==> src/rtl/axi4_pkg.sv <==
// Shared AXI4 types for the address-channel initiator.
// Address width comes from AXI4_ADDR_WIDTH (default 32 bits).
`ifndef AXI4_ADDR_WIDTH
`define AXI4_ADDR_WIDTH 32
`endif

package axi4_pkg;

  typedef enum logic [1:0] {
    FIXED = 2'b00,
    INCR  = 2'b01,
    WRAP  = 2'b10
  } burst_e;

  localparam int AXI4_4K_BYTES = 4096;

  typedef enum logic [1:0] {
    IDLE,
    CALC,
    ISSUE
  } state_e;

endpackage

==> src/rtl/burst_len_calc.sv <==
// Beat count of the next burst: bounded by remaining beats,
// MAX_LEN and the distance to the next 4 KB boundary.
module burst_len_calc
  import axi4_pkg::*;
#(
  parameter int DATA_BYTES = 8,
  parameter int MAX_LEN    = 256,
  parameter int CNT_WIDTH  = 16
) (
  input  logic [11:0]          cur_addr,
  input  logic [CNT_WIDTH-1:0] remaining,
  output logic [8:0]           nbeats,
  output logic [7:0]           alen
);

  localparam int SZ = $clog2(DATA_BYTES);
  localparam int CW = (CNT_WIDTH > 13) ? CNT_WIDTH : 13;

  logic [12:0]   to4k;
  logic [CW-1:0] room;
  logic [CW-1:0] rem_w;
  logic [CW-1:0] n_w;

  // Smallest of the three limits.
  always_comb begin
    to4k = (13'(AXI4_4K_BYTES) - {1'b0, cur_addr}) >> SZ;
    room = CW'(to4k);
    if (room > CW'(MAX_LEN)) room = CW'(MAX_LEN);
    rem_w  = CW'(remaining);
    n_w    = (rem_w < room) ? rem_w : room;
    nbeats = 9'(n_w);
    alen   = 8'(n_w - CW'(1));
  end

endmodule

==> src/rtl/axi4_burst_issue.sv <==
// Splits a linear request into AXI4 INCR bursts on an AR/AW channel.
// Optional burst counter output enabled by AXI4_BURST_STAT_EN.
module axi4_burst_issue
  import axi4_pkg::*;
#(
  parameter int DATA_BYTES = 8,
  parameter int MAX_LEN    = 256,
  parameter int CNT_WIDTH  = 16
) (
  input  logic                        aclk_i,
  input  logic                        areset_i,
  input  logic [`AXI4_ADDR_WIDTH-1:0] req_addr_i,
  input  logic [CNT_WIDTH-1:0]        req_beats_i,
  input  logic                        req_valid_i,
  output logic                        req_ready_o,
  output logic [`AXI4_ADDR_WIDTH-1:0] addr_o,
  output logic [2:0]                  asize_o,
  output logic [1:0]                  aburst_o,
  output logic [7:0]                  alen_o,
  output logic                        avalid_o,
  input  logic                        aready_i,
  output logic                        busy_o,
  output logic                        done_o
`ifdef AXI4_BURST_STAT_EN
  ,output logic [15:0]                burst_cnt_o
`endif
);

  localparam int AW = `AXI4_ADDR_WIDTH;
  localparam int SZ = $clog2(DATA_BYTES);

  state_e               state;
  state_e               state_nx;
  logic [AW-1:0]        cur_addr;
  logic [CNT_WIDTH-1:0] remaining;
  logic [CNT_WIDTH-1:0] rem_nx;
  logic [8:0]           nbeats_q;
  logic [8:0]           nbeats_c;
  logic [7:0]           alen_c;
  logic                 accept;
  logic                 hs;

  assign req_ready_o = (state == IDLE);
  assign avalid_o    = (state == ISSUE);
  assign busy_o      = (state != IDLE);
  assign asize_o     = 3'(SZ);
  assign aburst_o    = INCR;
  assign accept      = req_valid_i & req_ready_o;
  assign hs          = avalid_o & aready_i;
  assign rem_nx      = remaining - CNT_WIDTH'(nbeats_q);

  burst_len_calc #(
    .DATA_BYTES (DATA_BYTES),
    .MAX_LEN    (MAX_LEN),
    .CNT_WIDTH  (CNT_WIDTH)
  ) u_len (
    .cur_addr  (cur_addr[11:0]),
    .remaining (remaining),
    .nbeats    (nbeats_c),
    .alen      (alen_c)
  );

  // State register.
  always_ff @(posedge aclk_i) begin
    if (areset_i) state <= IDLE;
    else          state <= state_nx;
  end

  // Next-state logic.
  always_comb begin
    state_nx = state;
    case (state)
      IDLE:    if (accept && req_beats_i != '0) state_nx = CALC;
      CALC:    state_nx = ISSUE;
      ISSUE:   if (hs) state_nx = (rem_nx == '0) ? IDLE : CALC;
      default: state_nx = IDLE;
    endcase
  end

  // Address/count tracking and burst registers.
  always_ff @(posedge aclk_i) begin
    if (areset_i) begin
      cur_addr  <= '0;
      remaining <= '0;
      nbeats_q  <= '0;
      addr_o    <= '0;
      alen_o    <= '0;
      done_o    <= 1'b0;
    end else begin
      done_o <= (accept && req_beats_i == '0) ||
                (hs && rem_nx == '0);
      if (accept) begin
        cur_addr  <= req_addr_i & ~AW'(DATA_BYTES - 1);
        remaining <= req_beats_i;
      end
      if (state == CALC) begin
        addr_o   <= cur_addr;
        alen_o   <= alen_c;
        nbeats_q <= nbeats_c;
      end
      if (hs) begin
        cur_addr  <= cur_addr + (AW'(nbeats_q) << SZ);
        remaining <= rem_nx;
      end
    end
  end

`ifdef AXI4_BURST_STAT_EN
  // Bursts issued for the current request.
  always_ff @(posedge aclk_i) begin
    if (areset_i)    burst_cnt_o <= '0;
    else if (accept) burst_cnt_o <= '0;
    else if (hs)     burst_cnt_o <= burst_cnt_o + 16'd1;
  end
`endif

endmodule

==> config.mk <==
export PLATFORM = sky130hd
export DESIGN_NAME = axi4_burst_issue
export DESIGN_NICKNAME = d
export VERILOG_FILES = /design/src/rtl/axi4_pkg.sv /design/src/rtl/burst_len_calc.sv /design/src/rtl/axi4_burst_issue.sv
export SDC_FILE = /design/constraint.sdc
export NUM_CORES = 1
export LEC_CHECK = 0
export ABC_AREA = 1
export CELL_PAD_IN_SITES_DETAIL_PLACEMENT = 0
export CELL_PAD_IN_SITES_GLOBAL_PLACEMENT = 1
export CORE_ASPECT_RATIO = 0.8
export CORE_UTILIZATION = 33
export CTS_CLUSTER_SIZE = 20
export DETAILED_ROUTE_END_ITERATION = 8
export GPL_ROUTABILITY_DRIVEN = 0
export PLACE_DENSITY = 0.74
export SLEW_MARGIN = 15
export SYNTH_ARGS = -nofsm -noshare
export SYNTH_HDL_FRONTEND = slang
export SYNTH_SLANG_ARGS = --single-unit
==> constraint.sdc <==
create_clock -name aclk_i -period 3.95 [get_ports aclk_i]
set_input_delay 0.79 -clock aclk_i [delete_from_list [all_inputs] [get_ports aclk_i]]
set_output_delay 0.79 -clock aclk_i [all_outputs]
set_load 0.005 [all_outputs]
Word level (Yosys, flattened, before mapping)
Cells that the tools add are included.

Register bits: 100. Bits in latches: 0. Bits in writable memories: 0. Bits in read-only memories: 0. Output and inout port bits: 49. Memories: 0.

Add/sub/neg operators: 4. Multiply operators: 0. Divide/modulo/power cells: 0. Order comparisons: 2. Equal/unequal tests: 4. Shifts and indexed selects: 0. Muxes and demuxes: 10. Bitwise logic cells: 2. Reductions and logical operators: 11.

Operators with widths (number): 2-to-1 mux 32 bit (2); adder 32 x 12 -> 32 bit (1); zero test 16 bit (2); 2-to-1 mux 16 bit (2); less-than comparator 16 x 10 -> 1 bit (1); nonzero test 16 bit (1); subtractor 16 x 9 -> 16 bit (1); subtractor 13 x 12 -> 13 bit (first input constant) (1); > comparator 10 x 9 -> 1 bit (second input constant) (1); 2-to-1 mux 10 bit (1); 2-to-1 mux 9 bit (1); subtractor 8 x 1 -> 8 bit (second input constant) (1); one-hot mux 2 bit (3 select lines) (1); 2-to-1 mux 2 bit (2); inequality test 2 x 1 -> 1 bit (second input constant) (2); nonzero test 2 bit (2); logical AND 1 bit (3); bitwise AND 1 bit (2); == test 2 x 1 -> 1 bit (second input constant) (1); == test 2 bit (second input constant) (1); zero test 2 bit (1); AND reduction 2 bit (1); logical OR 1 bit (1); 2-to-1 mux 1 bit (1).

Logic depth before layout (Yosys ltp)
Gate-level depths: netlist of the first run.

Depth after elaboration: 6. Depth in mapped cells: 31.

Modules after synthesis
A second synthesis of the first run with hierarchy kept.

Cells, all modules: 1013. Area, all modules: 6467.5 um^2.

Modules (own cells, without submodules): axi4_burst_issue (times used 1, cells an instance 853, area each 5509.0 um^2, sequential area each 1881.8 um^2); burst_len_calc (times used 1, cells an instance 160, area each 958.4 um^2, sequential area each 0.0 um^2).

Least setup slack after synthesis of the first run
No wires, ideal clock.

Kind: register to register. Start: register cur_addr[3]. End: register alen_o[2]. Setup time: 117 ps. Arrival time: 3104 ps. Slack: 729 ps. Stages on the path, launching flop included: 18. Buffers on the path: 0. Period minus slack after synthesis: 3221 ps. Cell sequence: dfxtp_1 > inv_1 > ha_1 > inv_1 > nor2_1 > nand4_1 > a21oi_1 > inv_1 > ha_1 > a2111oi_2 > nand2_4 > nand2_1 > nand2_1 > ha_1 > nand2_1 > nand2_1 > o221ai_1 > inv_1.

Longest elaborated chain between the ends: 6.

Ends and longest elaborated chain: start: declaration (RTL line axi4_burst_issue.sv:34) `logic [AW-1:0] cur_addr;`; start signal: assignment (RTL line axi4_burst_issue.sv:93) `cur_addr <= req_addr_i & ~AW'(DATA_BYTES - 1);`; start signal: assignment (RTL line axi4_burst_issue.sv:102) `cur_addr <= cur_addr + (AW'(nbeats_q) << SZ);`; subtractor 13 x 12 -> 13 bit (*) (RTL line burst_len_calc.sv:26) `to4k = (13'(AXI4_4K_BYTES) - {1'b0, cur_addr}) >> SZ;`; > comparator 10 x 9 -> 1 bit (RTL line burst_len_calc.sv:28) `if (room > CW'(MAX_LEN)) room = CW'(MAX_LEN);`; 2-to-1 mux 10 bit (*) (RTL line burst_len_calc.sv:28); less-than comparator 16 x 10 -> 1 bit (RTL line burst_len_calc.sv:30) `n_w = (rem_w < room) ? rem_w : room;`; 2-to-1 mux 9 bit (*) (RTL line burst_len_calc.sv:30); subtractor 8 x 1 -> 8 bit (*) (RTL line burst_len_calc.sv:32) `alen = 8'(n_w - CW'(1));`; end signal: assignment (RTL line axi4_burst_issue.sv:98) `alen_o <= alen_c;`; end: declaration (RTL line axi4_burst_issue.sv:19) `output logic [7:0] alen_o,`.

Mark *: on every way between the ends. The rest lies on a longest branch, timed or not. A chain may end at the register's enable or synchronous reset.

Final worst setup path of the first run
Start: register cur_addr[4]. End: register alen_o[2].

Same word-level chain as after synthesis.

==> results of run 1 <==
stage by stage:
stage	instance area, µm²	std cells	hold WS (ns)	power, mW	utilization
2_1_floorplan	5860	878	0.458	3.63	-
4_1_cts	7240	1177	0.496	5.62	0.418
5_1_grt	7240	1177	0.526	6.11	0.418
3_3_place_gp	6940	1161	0.478	4.70	0.401
3_5_place_dp	6940	1161	0.482	4.69	0.401
6_report	7240	1177	0.490	5.57	0.418
power groups by stage:
stage                     Combinational (mW)  Clock, mW  Sequential [mW]
after floorplan                         2.15          0             1.48
after global placement                  3.16          0             1.54
after detailed placement                3.14          0             1.55
after CTS                               3.16      0.931             1.53
after global routing                    3.57      0.960             1.58
final                                   3.14      0.896             1.53
worst max-delay path, cell delays in order (launching register included):
cell and delay (ns):
dfxtp_1 0.37, inv_2 0.13, ha_2 0.22, inv_1 0.05, nor2_1 0.15, nand2_1 0.09, nand2_1 0.10, o21ai_1 0.07
nor2_1 0.12, nand2_1 0.07, nand2_2 0.13, nand3_1 0.13, ha_1 0.31, a21oi_1 0.14, nor2_1 0.06, a211oi_1 0.17
nand2_1 0.12, nand2_4 0.13, nand2_4 0.11, nand2_1 0.07, nand2_1 0.11, ha_1 0.25, nand2_1 0.09, nand2_1 0.05
o221ai_1 0.16, inv_1 0.05
cells in the final DEF, fill, tap and decap left out, drive strengths merged:
cell type      synthesis  layout
nor3b                  1       1
a31oi                 13      13
fa                     2       2
o31ai                  2       2
a211oi                 2       2
xor2                  22      22
and2                   1       1
ha                    30      30
o21bai                 7       7
dfxtp                 94      94
nor3                  14      14
nand3                 40      40
nand4                  9       9
a221oi                 3       3
o2111ai                1       1
nor2                  99      99
clkinv                 2       2
conb                   2       9
clkinvlp               0       1
o21ai                 71      71
a21oi                 72      72
a2111oi                3       3
a31o                   1       1
nand3b                 3       3
xnor2                  3       3
o211ai                 8       8
clkbuf                30       9
o221ai                 6       6
nor4                  11      11
nand2                203     203
clkdlybuf4s50          0      89
o21a                   3       3
buf                   12      11
a22oi                  2       2
inv                   96     102
or2                    3       3
per-layer routing:
metal  GRT usage  vias to the layer above  share of wire  wire length [µm]
met2       0.298                      127           0.41              7130
met4      0.0488                        0          0.010               175
li1            -                     3026              -                 -
met5           0                        -              0                 0
met1       0.291                     2604           0.52              9060
met3      0.0500                       11          0.067              1170
final timing paths:
kind,to,from
setup / recovery,alen_o[2]$_SDFFE_PP0N_,cur_addr[4]$_SDFFE_PP0P_
hold / removal,cur_addr[19]$_SDFFE_PP0P_,cur_addr[19]$_SDFFE_PP0P_
setup reg to reg,alen_o[2]$_SDFFE_PP0N_,cur_addr[4]$_SDFFE_PP0P_
hold reg to reg,cur_addr[19]$_SDFFE_PP0P_,cur_addr[19]$_SDFFE_PP0P_
area by class of cell:
type | instances | share of cell area
clock inverter | 7 | 0.00968
tap | 225 | 0.0389
sequential | 94 | 0.260
clock buffer | 9 | 0.0311
multi-input combinational | 644 | 0.475
inverter | 98 | 0.0511
timing repair buffer | 100 | 0.134
state kept, by name (all words and copies together), names as in the netlist:
| signal | cells |
|---|---|
| addr_o | 29 |
| alen_o | 8 |
| cur_addr | 29 |
| done_o | 1 |
| nbeats_q | 9 |
| remaining | 16 |
| state | 2 |
logic make-up after synthesis:
family / share of synthesized area
simple gates: 0.282
xor+xnor: 0.0375
buf+inv: 0.0954
flops: 0.322
compound gates: 0.190
fa+ha+maj: 0.0712
other cells: 0.00129
==> impl_metrics.py, run 1 <==
metrics = {
    "route": {
        "ant_nets": 0,
        "drc": 0,
        "vias": 5768,
        "drt_iter0_drc": 405,
        "wl_per_cell_um": 14.9,
        "viasPerCell": 4.90,
        "drt-pass1-iter-count": 5,
        "drt_wl_total_um": 17500,
    },
    "yosys": {
        "yosys.area.top_type_share": 0.322,
        "yosysMostFrequentCell": "nand2_1",
        "ys_async_sr_fraction": 0,
        "synth_edf_count": 0,
        "synth_area_mm2": 0.00584,
        "synth_cells": 871,
        "ys_types": 47,
        "synth_area_leaders": "dfxtp_1 (32%), nand2_1 (13%), ha_1 (6.4%), a21oi_1 (6.2%), nor2_1 (6.0%)",
        "syn_area_per_cell_um2": 6.70,
        "synth_flop_cell": "dfxtp_1",
        "synth_seq_area_share": 0.322,
        "ys_seq_elements": 94,
        "yosysTopAreaCell": "dfxtp_1",
        "synthTopCellsByCount": "nand2_1 (197), dfxtp_1 (94), nor2_1 (94), inv_1 (93), a21oi_1 (72)",
        "yosysWarnings": 0,
    },
    "timing": {
        "worst_slack_ns": 0.383,
        "fin_crit_sh": 0.903,
        "max_slew_margin": 0.546,
        "rsz0062_at_grt": "no",
        "max_freq_ghz": 0.280,
        "drv_slew": 0,
        "finalHoldViolCount": 0,
        "setup_viol": 0,
        "post-route-min-period_ns": 3.57,
        "setup_tns_ns": 0,
        "skew_ns": 0.0128,
        "worstMarginPinSlew_ns": 0.681,
    },
    "cells_and_area": {
        "ff_latch_area_mm2": 0.00188,
        "antenna-diode-count": 0,
        "multi_input_area_mm2": 0.00344,
        "drive_gt1_frac": 0.0557,
        "nNetsFinal": 1031,
        "area_growth_pct": 24.0,
        "nFillCells": 1852,
    },
    "clocking": {
        "clock_path_buffers": 2,
        "cts-buffers-inserted": 9,
        "cts_setup_buffers": 0,
        "htree_levels": 3,
        "cts_sinks": 94,
        "cts_tree": "done",
        "clk_pin_slew_ns": 0.08,
        "clk_latency_ns": 0.37,
        "cts_resized": 0,
        "postCtsHoldBufs": 0,
        "cts-root-buf": "clkbuf_16",
    },
    "floorplan": {
        "initial_utilization": 0.337,
        "die_area_mm2": 0.0182,
        "num_io_pins": 101,
        "die_h_um": 121,
        "dieWidth_um": 151,
        "core-area_mm2": 0.0173,
        "rows": 43,
    },
    "grt": {
        "grt-ovfl-total": 0,
        "track_usage": 0.202,
        "grt_pass1_vias": 5353,
        "antenna_found_initial": 0,
        "grt_pass1_wl_um": 28500,
        "grt_max_degree": 65,
    },
    "worst_hold_path": {
        "min_path_type": "flop to flop",
        "holdPathStages": 2,
    },
    "setup_path": {
        "start_kind": "flop",
        "r2r_setup_slack_ns": 0.38,
        "critical_path_class": "flop to flop",
        "cp-end-kind": "flop",
        "arrival_ns": 3.82,
        "critical_path.max_fanout": 10,
        "crit_required_ns": 4.21,
        "ff2ff_path_depth": 25,
    },
    "job": {
        "maxCapViolCount": 0,
    },
    "power_and_ir_drop": {
        "vdd_drop_max_uv": 287,
        "p_sw_frac": 0.468,
        "power_density_mw_per_mm2": 770,
        "switchingPower_mw": 2.61,
        "p_comb_frac": 0.564,
        "p_leak_nw": 3.14,
        "p_seq_frac": 0.275,
        "p_clk_frac": 0.161,
        "p_int_mw": 2.96,
    },
    "status": {
        "status": "complete, no violations",
    },
    "placed_design": {
        "dp_hpwl_um": 12900,
        "dp_slack_ns": 0.269,
        "port_buffers": 89,
    },
}
Power figures use the tool's default switching activity.
==> run 2, diff against run 1 <==
--- a/config.mk
+++ b/config.mk
@@ -5,7 +5,7 @@
 export SDC_FILE = /design/constraint.sdc
 export NUM_CORES = 1
 export LEC_CHECK = 0
-export ABC_AREA = 1
+export ABC_AREA = 0
 export CELL_PAD_IN_SITES_DETAIL_PLACEMENT = 0
 export CELL_PAD_IN_SITES_GLOBAL_PLACEMENT = 1
 export CORE_ASPECT_RATIO = 0.8
@@ -13,7 +13,7 @@
 export CTS_CLUSTER_SIZE = 20
 export DETAILED_ROUTE_END_ITERATION = 8
 export GPL_ROUTABILITY_DRIVEN = 0
-export PLACE_DENSITY = 0.74
+export PLACE_DENSITY = 0.72
 export SLEW_MARGIN = 15
 export SYNTH_ARGS = -nofsm -noshare
 export SYNTH_HDL_FRONTEND = slang
==> run 2 against run 1 <==
The run now ends with setup timing left. Setup slack got worse by 0.51 ns. First-iteration DRC count rose by 11%. Synthesized area is 1.1% lower. Non-clock buffer count increased by 56. Clock skew fell by 0.0034 ns. Sequential share of layout area down 1.7 points. Register-to-register slack worse by 0.51 ns. Largest cell class unchanged. Largest power group unchanged.
==> impl_metrics.py, run 2 <==
metrics = {
    "floorplan": {
        "core-area_mm2": 0.0168,
        "num_io_pins": 101,
        "die_area_mm2": 0.0180,
        "rows": 42,
        "dieWidth_um": 150,
        "die_h_um": 120,
        "initial_utilization": 0.343,
    },
    "placed_design": {
        "port_buffers": 89,
        "placed_cell_area_mm2": 0.00724,
        "dp_slack_ns": -0.232,
        "dp_hpwl_um": 13400,
        "place_inst": 1065,
    },
    "clocking": {
        "clk_latency_ns": 0.35,
        "clock_path_buffers": 2,
        "clk_pin_slew_ns": 0.07,
        "cts-buffers-inserted": 9,
        "cts_tree": "done",
        "cts_sinks": 94,
        "htree_levels": 3,
        "postCtsHoldBufs": 0,
        "cts-root-buf": "clkbuf_16",
    },
    "grt": {
        "grt_pass1_wl_um": 29200,
        "grt_pass1_vias": 5620,
        "grt-ovfl-total": 0,
        "grt_max_degree": 59,
        "track_usage": 0.206,
        "antenna_found_initial": 0,
    },
    "yosys": {
        "yosys.area.top_type_share": 0.326,
        "synth_flop_cell": "dfxtp_1",
        "yosysWarnings": 0,
        "ys_types": 69,
        "synthTopCellsByCount": "nand2_1 (128), dfxtp_1 (94), a21oi_1 (73), nor2_1 (58), clkbuf_1 (39)",
        "synth_cells": 752,
        "synth_area_leaders": "dfxtp_1 (33%), nand2_1 (8.3%), ha_1 (6.5%), a21oi_1 (6.3%), nor2_1 (3.8%)",
        "syn_area_per_cell_um2": 7.68,
        "ys_seq_elements": 94,
        "synth_seq_area_share": 0.326,
        "yosysMostFrequentCell": "nand2_1",
        "yosysTopAreaCell": "dfxtp_1",
        "synth_edf_count": 0,
        "ys_async_sr_fraction": 0,
        "synth_area_mm2": 0.00577,
    },
    "status": {
        "violations": "setup timing",
        "status": "finished with violations",
    },
    "cells_and_area": {
        "top_regs": "addr_o x29, cur_addr x29, remaining x16",
        "drive_gt1_frac": 0.156,
        "area_growth_pct": 34.3,
        "final_common_cell": "nand2_1",
        "nNetsFinal": 951,
        "stdcell_area_mm2": 0.00775,
        "nFillCells": 1657,
        "ff_latch_area_mm2": 0.00189,
        "antenna-diode-count": 0,
        "stdcell_count": 1092,
        "mostFrequentLayoutCells": "nand2_1 (124), dfxtp_1 (91), clkdlybuf4s50_1 (88), a21oi_1 (72), buf_4 (65)",
        "utilization": 0.461,
        "multi_input_area_mm2": 0.00378,
    },
    "timing": {
        "hold_slack_ns": 0.453,
        "worstMarginPinSlew_ns": 0.950,
        "post-route-min-period_ns": 4.08,
        "rsz0062_at_grt": "yes",
        "worst_slack_ns": -0.127,
        "max_freq_ghz": 0.245,
        "finalHoldViolCount": 0,
        "skew_ns": 0.00940,
        "setup_viol": 2,
        "max_slew_margin": 0.367,
        "fin_crit_sh": 1.03,
        "drv_slew": 0,
        "setup_tns_ns": -0.244,
    },
    "setup_path": {
        "critical_path.max_fanout": 5,
        "ff2ff_path_depth": 22,
        "arrival_ns": 4.28,
        "r2r_setup_slack_ns": -0.13,
        "r2r-end": "alen_o[4]$_SDFFE_PP0N_",
        "reg2reg_from": "cur_addr[4]$_SDFFE_PP0P_",
        "start_kind": "flop",
        "critical_path_class": "flop to flop",
        "cp-end-kind": "flop",
        "crit_required_ns": 4.16,
    },
    "power_and_ir_drop": {
        "p_sw_frac": 0.345,
        "switchingPower_mw": 1.09,
        "p_comb_frac": 0.368,
        "p_int_mw": 2.06,
        "p_leak_nw": 2.91,
        "vdd_drop_max_uv": 196,
        "power_mw": 3.14,
        "p_seq_frac": 0.347,
        "p_clk_frac": 0.285,
        "power_density_mw_per_mm2": 405,
    },
    "route": {
        "drt-pass1-iter-count": 5,
        "wl_per_cell_um": 16.8,
        "drc": 0,
        "drt_iter0_drc": 448,
        "viasPerCell": 5.45,
        "vias": 5952,
        "ant_nets": 0,
        "drt_wl_total_um": 18300,
    },
    "worst_hold_path": {
        "hold_end": "addr_o[7]$_SDFFE_PP0N_",
        "min_path_type": "flop to flop",
        "min_from": "addr_o[7]$_SDFFE_PP0N_",
        "holdPathStages": 2,
    },
    "job": {
        "maxCapViolCount": 0,
    },
}
[run 2: changes by cell type after synthesis, moves of 14 or more]
cell      before  now
inv_1         93   26
nand3_1       39   21
nor2_1        94   58
a211oi_1       2   16
o21ai_0       64   25
nand2_1      197  128
xor2_1        22    7
[run 2: how the worst max path moves through the flow]
stage | from | endpoint | slack (ns) | cells past startpoint
floorplan | cur_addr[3]$_SDFFE_PP0P_ | alen_o[4]$_SDFFE_PP0N_ | -0.19 | 27
global placement | cur_addr[5]$_SDFFE_PP0P_ | alen_o[4]$_SDFFE_PP0N_ | -0.13 | 22
detailed placement | cur_addr[5]$_SDFFE_PP0P_ | alen_o[4]$_SDFFE_PP0N_ | -0.23 | 22
global route | cur_addr[4]$_SDFFE_PP0P_ | alen_o[6]$_SDFFE_PP0N_ | -0.35 | 20
finish | cur_addr[4]$_SDFFE_PP0P_ | alen_o[4]$_SDFFE_PP0N_ | -0.13 | 22
CTS | cur_addr[4]$_SDFFE_PP0P_ | alen_o[4]$_SDFFE_PP0N_ | 0.0007 | 22
[run 2: kinds of logic (layout without fill, tap and decap cells)]
| kind of cell | count (synthesis) | in the layout | synth area share |
|---|---|---|---|
| AND/OR/NAND/NOR | 292 | 292 | 0.241 |
| flip-flops | 94 | 94 | 0.326 |
| multiplexers | 8 | 8 | 0.0143 |
| other | 2 | 9 | 0.00130 |
| adder cells (fa/ha/maj) | 32 | 32 | 0.0719 |
| AO/OA/AOI/OAI | 216 | 216 | 0.247 |
| XOR/XNOR | 22 | 22 | 0.0334 |
| buffers and inverters | 86 | 199 | 0.0661 |
[run 2: worst max-delay path, cell delays in order (launching register included)]
cell and delay, ns:
dfxtp_2 0.34, or3_4 0.40, nor3_4 0.21, nor3_4 0.08
a21oi_4 0.20, inv_4 0.09, buf_4 0.16, ha_4 0.26
nor4bb_4 0.22, nand2_1 0.11, a311oi_2 0.34, a21oi_4 0.11
a21oi_4 0.19, nor2_2 0.07, a31oi_4 0.16, ha_2 0.21
nand2_2 0.07, or2_4 0.23, xnor2_1 0.12, nor2_1 0.12
a211oi_2 0.04, a21oi_1 0.15, nor2_1 0.06
[run 2: cell type report]
cell class / instances / area share
repair buffers: 156 / 0.181
inverters: 26 / 0.0132
clock inverters: 7 / 0.00920
well taps: 220 / 0.0355
clock buffers: 9 / 0.0291
repair inverters: 1 / 0.000968
multi-input cells: 579 / 0.488
flip-flops and latches: 94 / 0.243
[run 2: timing repair]
action / in CTS / in global routing
endpoints found under the setup margin: 2 / 5
gates cloned: 1 / 0
gates resized for setup: 21 / 8
pin swaps: 14 / 13
buffers inserted: 6 / 4
[run 2: per-layer routing]
metal / GRT usage / wire length, µm / vias up
met5: 0 / 0 / -
met4: 0.0480 / 284 / 0
met3: 0.0306 / 1020 / 28
met2: 0.309 / 7720 / 218
met1: 0.306 / 9270 / 2799
li1: - / - / 2907
[run 2: power groups by stage]
stage | sequential, mW | clock (mW) | combinational (mW)
floorplan | 1.08 | 0 | 0.691
global placement | 1.11 | 0 | 1.03
detailed placement | 1.11 | 0 | 1.05
CTS | 1.09 | 0.912 | 1.12
global route | 1.10 | 0.951 | 1.26
finish | 1.09 | 0.895 | 1.16
